<file path="src/rtl/seg7_pkg.sv">
// Shared definitions for the 7-segment scan decoder: legal glyph table,
// segment bit positions and digit-select classification.
package seg7_pkg;

    localparam int unsigned SEG_A = 0;
    localparam int unsigned SEG_B = 1;
    localparam int unsigned SEG_C = 2;
    localparam int unsigned SEG_D = 3;
    localparam int unsigned SEG_E = 4;
    localparam int unsigned SEG_F = 5;
    localparam int unsigned SEG_G = 6;

    // Active-high glyphs for hex 0..F, bit SEG_A is the LSB.
    localparam logic [6:0] SEG7_PATTERNS [16] = '{
        7'h3F, 7'h06, 7'h5B, 7'h4F, 7'h66, 7'h6D, 7'h7D, 7'h07,
        7'h7F, 7'h6F, 7'h77, 7'h7C, 7'h39, 7'h5E, 7'h79, 7'h71
    };

    typedef enum logic [1:0] {
        SEL_NONE,
        SEL_ONE,
        SEL_MULTI
    } sel_kind_e;

    // Classifies an active-high select vector as zero-hot, one-hot or multi-hot.
    function automatic sel_kind_e sel_classify(input logic [7:0] act);
        int unsigned n;
        n = 0;
        for (int unsigned k = 0; k < 8; k++) begin
            if (act[k]) n++;
        end
        if (n == 0)      return SEL_NONE;
        else if (n == 1) return SEL_ONE;
        else             return SEL_MULTI;
    endfunction

endpackage

</file>
<file path="src/rtl/seg7_pattern_decode.sv">
// Combinational inverse of the hex glyph table: active-high pattern in,
// nibble plus legal flag out (nibble is 0 when the pattern is illegal).
module seg7_pattern_decode
    import seg7_pkg::*;
(
    input  logic [6:0] i_pat,
    output logic [3:0] o_nibble,
    output logic       o_legal
);

    always_comb begin
        o_nibble = '0;
        o_legal  = 1'b0;
        for (int unsigned k = 0; k < 16; k++) begin
            if (i_pat == SEG7_PATTERNS[k]) begin
                o_nibble = 4'(k);
                o_legal  = 1'b1;
            end
        end
    end

endmodule

</file>
<file path="src/rtl/seg7_scan_decoder.sv">
// Readback monitor for a multiplexed active-low 7-segment bus: recovers each
// digit's nibble once the bus is stable. Optional dp capture: SEG7_SCAN_DP_EN.
module seg7_scan_decoder
    import seg7_pkg::*;
#(
    parameter int unsigned NUM_DIGITS    = 4,
    parameter int unsigned STABLE_CYCLES = 8
) (
    input  logic                      clk,
    input  logic                      rst,
    input  logic [6:0]                seg_n,
    input  logic [NUM_DIGITS-1:0]     an_n,
`ifdef SEG7_SCAN_DP_EN
    input  logic                      dp_n,
    output logic [NUM_DIGITS-1:0]     dp,
`endif
    input  logic                      err_clr,
    output logic [4*NUM_DIGITS-1:0]   digits,
    output logic [NUM_DIGITS-1:0]     dig_valid,
    output logic                      frame_done,
    output logic                      pat_err,
    output logic                      sel_err
);

`ifdef SEG7_SCAN_DP_EN
    localparam int unsigned BW = NUM_DIGITS + 8;
`else
    localparam int unsigned BW = NUM_DIGITS + 7;
`endif
    localparam int unsigned CW = (STABLE_CYCLES < 2) ? 1 : $clog2(STABLE_CYCLES + 1);

    logic [BW-1:0]           w_bus_in;
    logic [BW-1:0]           r_sync1;
    logic [BW-1:0]           r_s_bus;
    logic [BW-1:0]           r_p_bus;
    logic [CW-1:0]           r_cnt;
    logic [CW-1:0]           w_cnt_nxt;
    logic                    w_same;
    logic                    w_cap;
    logic [6:0]              w_s_seg;
    logic [NUM_DIGITS-1:0]   w_s_an;
    logic [7:0]              w_act;
    sel_kind_e               w_kind;
    logic [NUM_DIGITS-1:0]   w_capbit;
    logic [3:0]              w_nibble;
    logic                    w_legal;
    logic [4*NUM_DIGITS-1:0] r_digits;
    logic [NUM_DIGITS-1:0]   r_valid;
    logic [NUM_DIGITS-1:0]   r_seen;
    logic                    r_frame;
    logic                    r_pat_err;
    logic                    r_sel_err;
`ifdef SEG7_SCAN_DP_EN
    logic                    w_s_dp;
    logic [NUM_DIGITS-1:0]   r_dp;

    assign w_bus_in = {dp_n, an_n, seg_n};
    assign w_s_dp   = r_s_bus[BW-1];
    assign dp       = r_dp;
`else
    assign w_bus_in = {an_n, seg_n};
`endif

    assign w_s_seg = r_s_bus[SEG_G:SEG_A];
    assign w_s_an  = r_s_bus[NUM_DIGITS+6:7];
    assign w_same  = (r_s_bus == r_p_bus);

    always_comb begin
        w_cnt_nxt = r_cnt;
        if (!w_same)
            w_cnt_nxt = '0;
        else if (r_cnt != CW'(STABLE_CYCLES))
            w_cnt_nxt = r_cnt + 1'b1;
    end

    // Fires only on entry to STABLE_CYCLES-1; the !w_same term covers STABLE_CYCLES==1.
    assign w_cap = (w_cnt_nxt == CW'(STABLE_CYCLES - 1)) &&
                   (!w_same || (r_cnt != CW'(STABLE_CYCLES - 1)));

    always_comb begin
        w_act = '0;
        w_act[NUM_DIGITS-1:0] = ~w_s_an;
    end

    assign w_kind   = sel_classify(w_act);
    assign w_capbit = (w_cap && (w_kind == SEL_ONE)) ? ~w_s_an : '0;

    seg7_pattern_decode u_decode (
        .i_pat    (~w_s_seg),
        .o_nibble (w_nibble),
        .o_legal  (w_legal)
    );

    always_ff @(posedge clk or posedge rst) begin
        if (rst) begin
            r_sync1   <= '1;
            r_s_bus   <= '1;
            r_p_bus   <= '1;
            r_cnt     <= '0;
            r_digits  <= '0;
            r_valid   <= '0;
            r_seen    <= '0;
            r_frame   <= 1'b0;
            r_pat_err <= 1'b0;
            r_sel_err <= 1'b0;
`ifdef SEG7_SCAN_DP_EN
            r_dp      <= '0;
`endif
        end else begin
            r_sync1 <= w_bus_in;
            r_s_bus <= r_sync1;
            r_p_bus <= r_s_bus;
            r_cnt   <= w_cnt_nxt;

            for (int unsigned i = 0; i < NUM_DIGITS; i++) begin
                if (w_capbit[i]) begin
                    if (w_legal) r_digits[4*i +: 4] <= w_nibble;
                    r_valid[i] <= w_legal;
`ifdef SEG7_SCAN_DP_EN
                    r_dp[i]    <= ~w_s_dp;
`endif
                end
            end

            // A capture landing on the clear cycle seeds the next frame's mask.
            if (&r_seen) begin
                r_frame <= 1'b1;
                r_seen  <= w_capbit;
            end else begin
                r_frame <= 1'b0;
                r_seen  <= r_seen | w_capbit;
            end

            if (err_clr) begin
                r_pat_err <= 1'b0;
                r_sel_err <= 1'b0;
            end
            if ((|w_capbit) && !w_legal)          r_pat_err <= 1'b1;
            if (w_cap && (w_kind == SEL_MULTI))   r_sel_err <= 1'b1;
        end
    end

    assign digits     = r_digits;
    assign dig_valid  = r_valid;
    assign frame_done = r_frame;
    assign pat_err    = r_pat_err;
    assign sel_err    = r_sel_err;

endmodule
</file>
<file path="config.mk">
export PLATFORM = sky130hd
export DESIGN_NAME = seg7_scan_decoder
export DESIGN_NICKNAME = d
export VERILOG_FILES = /design/src/rtl/seg7_pkg.sv /design/src/rtl/seg7_pattern_decode.sv /design/src/rtl/seg7_scan_decoder.sv
export SDC_FILE = /design/constraint.sdc
export NUM_CORES = 1
export LEC_CHECK = 0
export ABC_AREA = 1
export CAP_MARGIN = 40
export CORE_UTILIZATION = 32
export DETAILED_ROUTE_END_ITERATION = 8
export GPL_ROUTABILITY_DRIVEN = 0
export GPL_TIMING_DRIVEN = 0
export PLACE_DENSITY = 0.59
export RECOVER_POWER = 50
export SYNTH_ARGS = -nofsm -noshare
export SYNTH_HDL_FRONTEND = slang
export SYNTH_SLANG_ARGS = --single-unit
</file>
<file path="constraint.sdc">
create_clock -name clk -period 3.5 [get_ports clk]
set_input_delay 0.7 -clock clk [delete_from_list [all_inputs] [get_ports clk]]
set_output_delay 0.7 -clock clk [all_outputs]
set_load 0.05 [all_outputs]
</file>
==> reports/qor.yml, run 1 <==
worst_setup_path:
  slowest_stage: "dfstp_2"
  worst_ep_required_time_ps: 3720
  worstSetupStartpointType: "flop"
  worst-path-buf-inv: 1
  critical_path.endpoint_type: "flop"
  crit_chain: "inv_1 -> ha_1 -> xnor2_1 -> ha_1 -> nand2_1 -> xnor2_1 -> o21ai_0 -> nor2_1 -> nor3b_4 -> nand3_2 -> nand2_1 -> o21ai_1"
  crit_fanout: 9
  worstPathArrival_ps: 3250
  slowest_delay_ps: 570
  crit_family: "simple AND/OR/NAND/NOR gates"
  crit_type: "flop to flop"
global_routing:
  antenna_found_initial: 0
  grt_first_pass_wirelength_mm: 8.583
  gr-total-overflow: 0
  grt_usage_pct: 12.85
  grt_max_degree: 35
  grt_pass1_vias: 1926
route:
  totalWireLength_mm: 4.790
  dr_total_vias: 1905
  drcViolationCount: 0
  drtIter0Drc: 88
  detail_route.vias_per_cell: 4.410
  postRouteAntennaNets: 0
  first_pass_iters: 4
  wl_per_cell_um: 11.09
yosys:
  synthTopCellsByArea: "dfstp_2 32%, dfrtp_1 29%, nand2_1 9.4%"
  yosys.area.top_type: "dfstp_2"
  yosysWarnings: 0
  syn_nets: 293
  syn_avg_cell_area_um2: 9.873
  synth_top_area_share_pct: 32.05
  netlist_area_um2: 2705
  syn_inst: 274
  ys_seq_area_share_pct: 60.73
  synth_cell_types: 28
  synth-seq-cells: 64
clocking:
  hold_buffers: 0
  cts-root-buf: "clkbuf_8"
  post_cts_buffers: 0
  cts_made_buffers: 9
  clk_pin_slew_ps: 70
  clk_latency_ps: 340
  cts.htree.levels: 3
  cts_tree: "built"
  post_cts_resized: 0
  cts.sinks: 64
  clk_path_buf_depth: 2
timing:
  hold_ws_ps: 356.8
  worst_pin_slew_ps: 1119
  rsz0062_at_grt: "no"
  fin_crit_sh_pct: 86.66
  setup_viol: 0
  finClkSkew_ps: 7.519
  max_slew_margin_pct: 25.29
  timing.fmax_mhz: 329.7
  worst_slack_ps: 466.7
  maxSlewViolCount: 0
  hold_viol_final: 0
  finalCriticalPeriod_ps: 3033
  setup-tns-final_ps: 0
placed_design:
  hpwlAfterDp_mm: 3.487
  pre_cts_ws_ps: 455.3
  numPortBuffers: 36
power_and_ir_drop:
  power_density_nw_per_um2: 447.0
  vdd_drop_max_v: 0.0002888
  leakagePower_nw: 1.553
final_layout:
  final_util_pct: 41.56
  antenna_cells: 0
  final_layout_size_suffix_gt1_share_pct: 16.51
  n_fill_cell: 813
  final_nets: 341
  area_delta_synth_final_pct: 26.23
flow_run:
  maxCapViolCount: 0
floorplanning:
  die_h_um: 93.94
  die_area_um2: 8825
  std_cell_rows: 33
  io_pins: 37
  start_util_pct: 32.92
  core_region_area_um2: 8217
  chipWidth_um: 93.94
run_status:
  status: "complete, no violations"
worst_hold_path:
  hold_path.class: "flop to flop"
==> Yosys cell counts (all sizes together) <==
cell     instances
ha               5
dfstp           33
xnor2            8
nor3             3
nor3b            1
nand4            4
buf              1
o21ai           24
dfrtp           31
o21a             2
xor2             3
inv             37
nand3           17
o211ai           2
o2111ai          1
nor4             2
nand3b           1
a21oi            2
nor2            28
nand2           69
==> cells in the final DEF, fill, tap and decap left out, types with 2 or more instances in the layout <==
cell type         n
dfstp_2          24
dlygate4sd3_1    12
nor4_1            2
xor2_1            3
dfrtp_1          31
xnor2_1           8
clkinvlp_4        2
nor3_1            2
clkbuf_8         10
clkbuf_16         2
nand2_1          68
clkdlybuf4s50_1  24
ha_1              5
inv_2             2
o21ai_0          12
o21a_1            2
nand3_2           3
nor2_1           27
o211ai_1          2
inv_1            35
nand3_1          13
nand4_1           2
o21ai_1          12
nand4_2           2
dfstp_1           9
clkinv_4          2
a21oi_1           2
==> stage by stage <==
stage	area, um2	std cells	power (mW)
after global routing	3415	432	1.603
after global placement	3197	415	0.8906
after detailed placement	3217	416	0.8967
after CTS	3437	432	1.564
final	3415	432	1.526
after floorplan	2705	274	0.8604
==> sequential cells by signal, summed over array words and instances, names as in the netlist <==
register	cells
r_s_bus	11
frame_done	1
r_p_bus	11
digits	16
dig_valid	4
sel_err	1
pat_err	1
r_cnt	4
r_sync1	11
r_seen	4
==> worst reg2reg max path, stage by stage (launching register included) <==
cell and delay, ps:
dfstp_2 570, inv_1 100, ha_1 330, xnor2_1 240
ha_1 200, nand2_1 60, xnor2_1 140, o21ai_0 120
nor2_1 180, nor3b_4 470, nand3_2 300, nand2_1 130
o21ai_1 70
==> worst paths after layout <==
kind / startpoint / endpoint / slack (ps) / cells after the start
max: r_s_bus[7]$_DFF_PP1_ / digits[3]$_DFFE_PP0P_ / 470 / 12
min in group asynchronous: rst / digits[4]$_DFFE_PP0P_ / 1080 / 2
min: r_sync1[8]$_DFF_PP1_ / r_s_bus[8]$_DFF_PP1_ / 360 / 0
max reg2reg: r_s_bus[7]$_DFF_PP1_ / digits[3]$_DFFE_PP0P_ / 470 / 12
min reg2reg: r_sync1[8]$_DFF_PP1_ / r_s_bus[8]$_DFF_PP1_ / 360 / 0
max in group asynchronous: rst / r_cnt[2]$_DFF_PP0_ / 1060 / 3
==> cell type report <==
type                            count  area [um2]  area share (%)
Multi-Input combinational cell    172       910.9           26.68
Sequential cell                    64        1643           48.11
Inverter                           37       138.9           4.067
Tap cell                          105       131.4           3.848
Clock buffer                       12       187.7           5.497
Timing Repair Buffer               37       365.4           10.70
Buffer                              1       5.005          0.1466
Clock inverter                      4       32.53          0.9527
==> kinds of logic after synthesis <==
family	share of synthesized area, %
buffers and inverters	5.319
and+or+nand+nor	21.83
DFF	60.73
adders and majority gates	2.313
xor gates and xnor gates	3.562
AOI/OAI and AO/OA	6.244
==> report_power, final <==
| group | internal [mW] | leakage [nW] | switching (mW) |
|---|---|---|---|
| combinational | 0.0327 | 0.672 | 0.0523 |
| clock | 0.365 | 0.105 | 0.288 |
| sequential | 0.773 | 0.775 | 0.0160 |
| total | 1.17 | 1.55 | 0.356 |
==> metal layers <==
layer  wire (um)  share of wire (%)  global-route usage (%)
met3         229                4.8                   5.825
met2        2258                 47                   19.95
met4          36               0.75                   3.590
met5           0                  0                       0
met1        2266                 47                   16.10
No activity file was read; power rests on OpenSTA's default activity.
==> inputs of run 2 (changes only) <==
- PLACE_DENSITY: 0.59 -> not set
==> run 2 against run 1 <==
  * Non-clock buffer count unchanged
  * Combinational power about the same
  * Clock power decreased by 5.8%
  * Count of clock-buffer cells in the layout decreased by 3
  * Worst hold slack improved by 0.91 ps
  * Sequential power about the same
  * Highest routed layer unchanged
  * Critical endpoint unchanged
  * Design area decreased by 0.73%
  * Wire length decreased by 0.61%
==> reports/qor.yml, run 2 (same netlist as run 1, synthesis figures left out) <==
timing:
  fin_crit_sh_pct: 88.66
  maxSlewViolCount: 0
  max_slew_margin_pct: 26.35
  finClkSkew_ps: 6.429
  hold_viol_final: 0
  timing.fmax_mhz: 322.3
  worst_pin_slew_ps: 1104
  setup-tns-final_ps: 0
  setup_viol: 0
  worst_slack_ps: 397.0
  finalCriticalPeriod_ps: 3103
  rsz0062_at_grt: "no"
worst_setup_path:
  critPathCapture: "digits[3]$_DFFE_PP0P_"
  worst_ep_required_time_ps: 3720
  rrSetupSlack_ps: 400
  slowest_delay_ps: 580
  crit_chain: "inv_1 -> ha_1 -> xnor2_1 -> ha_1 -> nand2_1 -> xnor2_1 -> o21ai_0 -> nor2_1 -> nor3b_4 -> nand3_2 -> nand2_1 -> o21ai_1"
  slowest_stage: "dfstp_1"
  r2r_start: "r_s_bus[8]$_DFF_PP1_"
  crit_type: "flop to flop"
  crit_fanout: 9
  worstSetupStartpointType: "flop"
  worstSetupStartpoint: "r_s_bus[8]$_DFF_PP1_"
  critical_path.endpoint_type: "flop"
  reg2reg_depth: 12
  worstPathArrival_ps: 3320
  worstReg2RegEnd: "digits[3]$_DFFE_PP0P_"
route:
  drtIter0Drc: 56
  wl_per_cell_um: 11.02
  drcViolationCount: 0
  dr_total_vias: 1919
  totalWireLength_mm: 4.761
  detail_route.vias_per_cell: 4.442
  postRouteAntennaNets: 0
  first_pass_iters: 4
global_routing:
  antenna_found_initial: 0
  grt_max_degree: 36
  grt_usage_pct: 12.72
  grt_pass1_vias: 1963
  grt_first_pass_wirelength_mm: 8.611
  gr-total-overflow: 0
final_layout:
  final-seq-area_um2: 1643
  antenna_cells: 0
  final_util_pct: 41.25
  area_delta_synth_final_pct: 25.30
  final_layout_size_suffix_gt1_share_pct: 16.21
  n_fill_cell: 798
  final_nets: 341
  largest_reg_flops: 16
  stdcell_count: 432
  multiInputGateArea_um2: 910.9
  final_cell_mix: "68 x nand2_1, 35 x inv_1, 31 x dfrtp_1"
  final_common_cell: "nand2_1"
clocking:
  clk_pin_slew_ps: 70
  cts_made_buffers: 9
  clk_path_buf_depth: 2
  hold_buffers: 0
  cts-root-buf: "clkbuf_8"
  post_cts_buffers: 0
  cts.sinks: 64
  cts.htree.levels: 3
  cts_tree: "built"
  clk_latency_ps: 340
  post_cts_resized: 0
power_and_ir_drop:
  p_int_mw: 1.133
  sw_frac_of_total_pct: 23.83
  power_density_nw_per_um2: 438.9
  p_clk_share_pct: 41.3
  leakagePower_nw: 1.547
  combPwrFrac_pct: 5.7
  p_seq_share_pct: 53.0
  p_sw_mw: 0.3546
  total_power_mw: 1.488
  vdd_drop_max_v: 0.0002741
floorplanning:
  start_util_pct: 32.92
  core_region_area_um2: 8217
  die_area_um2: 8825
  std_cell_rows: 33
  die_h_um: 93.94
  io_pins: 37
  chipWidth_um: 93.94
placed_design:
  pre_cts_ws_ps: 443.4
  hpwlAfterDp_mm: 3.501
  place_inst: 416
  numPortBuffers: 36
flow_run:
  maxCapViolCount: 0
run_status:
  status: "complete, no violations"
worst_hold_path:
  hold_path.class: "flop to flop"
## run 2: cell types whose count changed in the layout (fill, tap and decap cells not counted)
| cell | before | now |
|---|---|---|
| clkinv_2 | 0 | 2 |
| clkbuf_8 | 10 | 9 |
| dfstp_1 | 9 | 10 |
| clkinvlp_4 | 2 | 1 |
| clkbuf_16 | 2 | 0 |
| dfstp_2 | 24 | 23 |
| inv_4 | 0 | 1 |
| bufinv_16 | 0 | 1 |
## run 2: power groups by stage
stage	Clock, mW	Sequential [mW]	Combinational, mW
after floorplan	0	0.799	0.0614
after detailed placement	0	0.803	0.0928
after global placement	0	0.803	0.0877
after CTS	0.637	0.791	0.0930
after global routing	0.671	0.791	0.0991
final	0.615	0.788	0.0851
## run 2: stage by stage
stage,hold WS (ps),instance area [um2]
after global routing,364.8,3390
after global placement,346.2,3197
after detailed placement,346.8,3217
final,357.7,3390
after floorplan,345.2,2705
after CTS,355.8,3412
## run 2: per-layer routing
layer  wire length (um)  global-route usage (%)  up-vias
li1                   -                       -      970
met1               2159                   15.16      907
met2               2309                   20.68       30
met3                216                   4.693       12
met4                 76                   5.128        0
met5                  0                       0        -
## run 2: how the worst min path moves through the flow
stage                    startpoint              endpoint  depth (start not counted)
3_3_place_gp   r_sync1[5]$_DFF_PP1_  r_s_bus[5]$_DFF_PP1_                          0
2_1_floorplan  r_sync1[0]$_DFF_PP1_  r_s_bus[0]$_DFF_PP1_                          0
6_report       r_sync1[7]$_DFF_PP1_  r_s_bus[7]$_DFF_PP1_                          0
3_5_place_dp   r_sync1[3]$_DFF_PP1_  r_s_bus[3]$_DFF_PP1_                          0
5_1_grt        r_sync1[5]$_DFF_PP1_  r_s_bus[5]$_DFF_PP1_                          0
4_1_cts        r_sync1[8]$_DFF_PP1_  r_s_bus[8]$_DFF_PP1_                          0
## run 2: area by class of cell
class	count	area share, %
flip-flops and latches	64	48.47
multi-input cells	172	26.87
repair buffers	37	10.78
inverters	37	4.097
well taps	105	3.876
clock buffers	9	3.654
clock inverters	7	2.104
plain buffers	1	0.1477
## run 2: critical path: cells and delay by family (launching register included)
family	cells	cell delay, ps
and+or+nand+nor	5	1170
DFF	1	580
adders and majority gates	2	510
xor gates and xnor gates	2	400
AOI/OAI and AO/OA	2	180
buffers and inverters	1	130
==> inputs of run 3 (changes only) <==
- CORE_ASPECT_RATIO: not set -> 1.25
==> run 3 against run 2 <==
  * Clock power rose by 3%
  * Maximum frequency fell by 0.39%
  * Largest cell class unchanged
  * Design area fell by 0.18%
  * Sequential share of layout area rose by 0.090 points
  * Critical endpoint is now digits[2]$_DFFE_PP0P_
  * Core utilization barely moved
  * Critical path depth did not move
  * Worst hold slack barely moved
  * Sequential power barely moved
==> reports/qor.yml, run 3 (same netlist as run 1, synthesis figures left out) <==
timing:
  maxSlewViolCount: 0
  max_slew_margin_pct: 20.15
  fin_crit_sh_pct: 89.00
  hold_ws_ps: 357.9
  setup-tns-final_ps: 0
  setup_viol: 0
  finClkSkew_ps: 8.308
  timing.fmax_mhz: 321.0
  worst_slack_ps: 385.1
  worst_pin_slew_ps: 1196
  hold_viol_final: 0
  finalCriticalPeriod_ps: 3115
  rsz0062_at_grt: "no"
global_routing:
  grt_pass1_vias: 1917
  grt_usage_pct: 12.90
  grt_max_degree: 35
  gr-total-overflow: 0
  antenna_found_initial: 0
  grt_first_pass_wirelength_mm: 8.694
final_layout:
  final_common_cell: "nand2_1"
  area_delta_synth_final_pct: 25.07
  antenna_cells: 0
  multiInputGateArea_um2: 910.9
  final_nets: 341
  final-seq-area_um2: 1643
  n_fill_cell: 814
  final_cell_mix: "68 x nand2_1, 35 x inv_1, 31 x dfrtp_1"
  final_util_pct: 41.29
  largest_reg_flops: 16
  final_layout_size_suffix_gt1_share_pct: 15.60
placed_design:
  numPortBuffers: 36
  hpwlAfterDp_mm: 3.561
  pre_cts_ws_ps: 442.2
worst_setup_path:
  slowest_delay_ps: 610
  r2r_start: "r_s_bus[7]$_DFF_PP1_"
  rrSetupSlack_ps: 390
  reg2reg_depth: 12
  worstReg2RegEnd: "digits[2]$_DFFE_PP0P_"
  worstPathArrival_ps: 3330
  crit_fanout: 9
  critPathCapture: "digits[2]$_DFFE_PP0P_"
  worstSetupStartpoint: "r_s_bus[7]$_DFF_PP1_"
  crit_chain: "inv_1 -> ha_1 -> xnor2_1 -> ha_1 -> nand2_1 -> xnor2_1 -> o21ai_0 -> nor2_1 -> nor3b_4 -> nand3_2 -> nand2_1 -> o21ai_1"
  worstSetupStartpointType: "flop"
  worst_ep_required_time_ps: 3710
  slowest_stage: "dfstp_1"
  crit_type: "flop to flop"
  critical_path.endpoint_type: "flop"
route:
  postRouteAntennaNets: 0
  route.top_layer_used: "met4"
  first_pass_iters: 4
  drtIter0Drc: 53
  wl_met2_mm: 2.469
  dr_total_vias: 1907
  detail_route.vias_per_cell: 4.498
  drcViolationCount: 0
  m1WireLength_mm: 2.108
  wl_per_cell_um: 11.46
  wl_met3_um: 164
  totalWireLength_mm: 4.861
clocking:
  cts_made_buffers: 9
  cts.sinks: 64
  clk_latency_ps: 340
  hold_buffers: 0
  clk_path_buf_depth: 2
  clk_pin_slew_ps: 70
  cts_tree: "built"
  cts-root-buf: "clkbuf_8"
  cts.htree.levels: 3
  post_cts_buffers: 0
  post_cts_resized: 0
power_and_ir_drop:
  vdd_drop_max_v: 0.0002197
  leakagePower_nw: 1.551
  power_density_nw_per_um2: 444.6
  total_power_mw: 1.504
floorplanning:
  io_pins: 37
  core_region_area_um2: 8194
  std_cell_rows: 37
  die_area_um2: 8827
  chipWidth_um: 84.24
  die_h_um: 104.8
  start_util_pct: 33.01
worst_hold_path:
  hold_path.class: "flop to flop"
run_status:
  status: "complete, no violations"
flow_run:
  maxCapViolCount: 0
## run 3: cell types whose count changed in the layout (fill, tap and decap cells not counted), sizes merged
cell      previous run  this run
clkinv               4         2
inv                 38        37
clkbuf              10        14
clkinvlp             1         0
## run 3: worst min path at each step
stage	start	endpoint	slack, ps	cells after the start
after floorplan	r_sync1[0]$_DFF_PP1_	r_s_bus[0]$_DFF_PP1_	350	0
after global placement	r_sync1[2]$_DFF_PP1_	r_s_bus[2]$_DFF_PP1_	350	0
after detailed placement	r_sync1[10]$_DFF_PP1_	r_s_bus[10]$_DFF_PP1_	350	0
after CTS	r_sync1[1]$_DFF_PP1_	r_s_bus[1]$_DFF_PP1_	350	0
after global routing	r_sync1[4]$_DFF_PP1_	r_s_bus[4]$_DFF_PP1_	360	0
final	r_sync1[1]$_DFF_PP1_	r_s_bus[1]$_DFF_PP1_	360	0
## run 3: final cells by class
class	count	area share, %
Sequential cell	64	48.56
Multi-Input combinational cell	172	26.92
Timing Repair Buffer	37	10.80
Clock buffer	13	4.697
Inverter	37	4.105
Tap cell	97	3.587
Clock inverter	3	1.183
Buffer	1	0.1479
## run 3: per-stage QoR
step	area, um2	std cells
6_report	3383	424
5_1_grt	3383	424
4_1_cts	3406	424
3_5_place_dp	3207	408
3_3_place_gp	3187	407
2_1_floorplan	2705	274
## run 3: power by group
part | leakage (nW) | total (mW) | switching (mW) | internal (mW)
logic | 0.672 | 0.0844 | 0.0519 | 0.0325
clock network | 0.103 | 0.631 | 0.265 | 0.366
registers | 0.775 | 0.789 | 0.0163 | 0.773
total | 1.55 | 1.50 | 0.333 | 1.17
## run 3: per-layer routing
layer | track usage [%] | vias to the layer above
li1 | - | 966
met1 | 14.63 | 900
met2 | 21.66 | 30
met3 | 3.949 | 11
met4 | 6.897 | 0
met5 | 0 | -
## run 3: worst max-delay path: cells and delay by family, from the launching register on
| kind | cells | cell delay, ps |
|---|---|---|
| xor gates and xnor gates | 2 | 380 |
| AOI/OAI and AO/OA | 2 | 200 |
| DFF | 1 | 610 |
| and+or+nand+nor | 5 | 1160 |
| buffers and inverters | 1 | 130 |
| adders and majority gates | 2 | 530 |
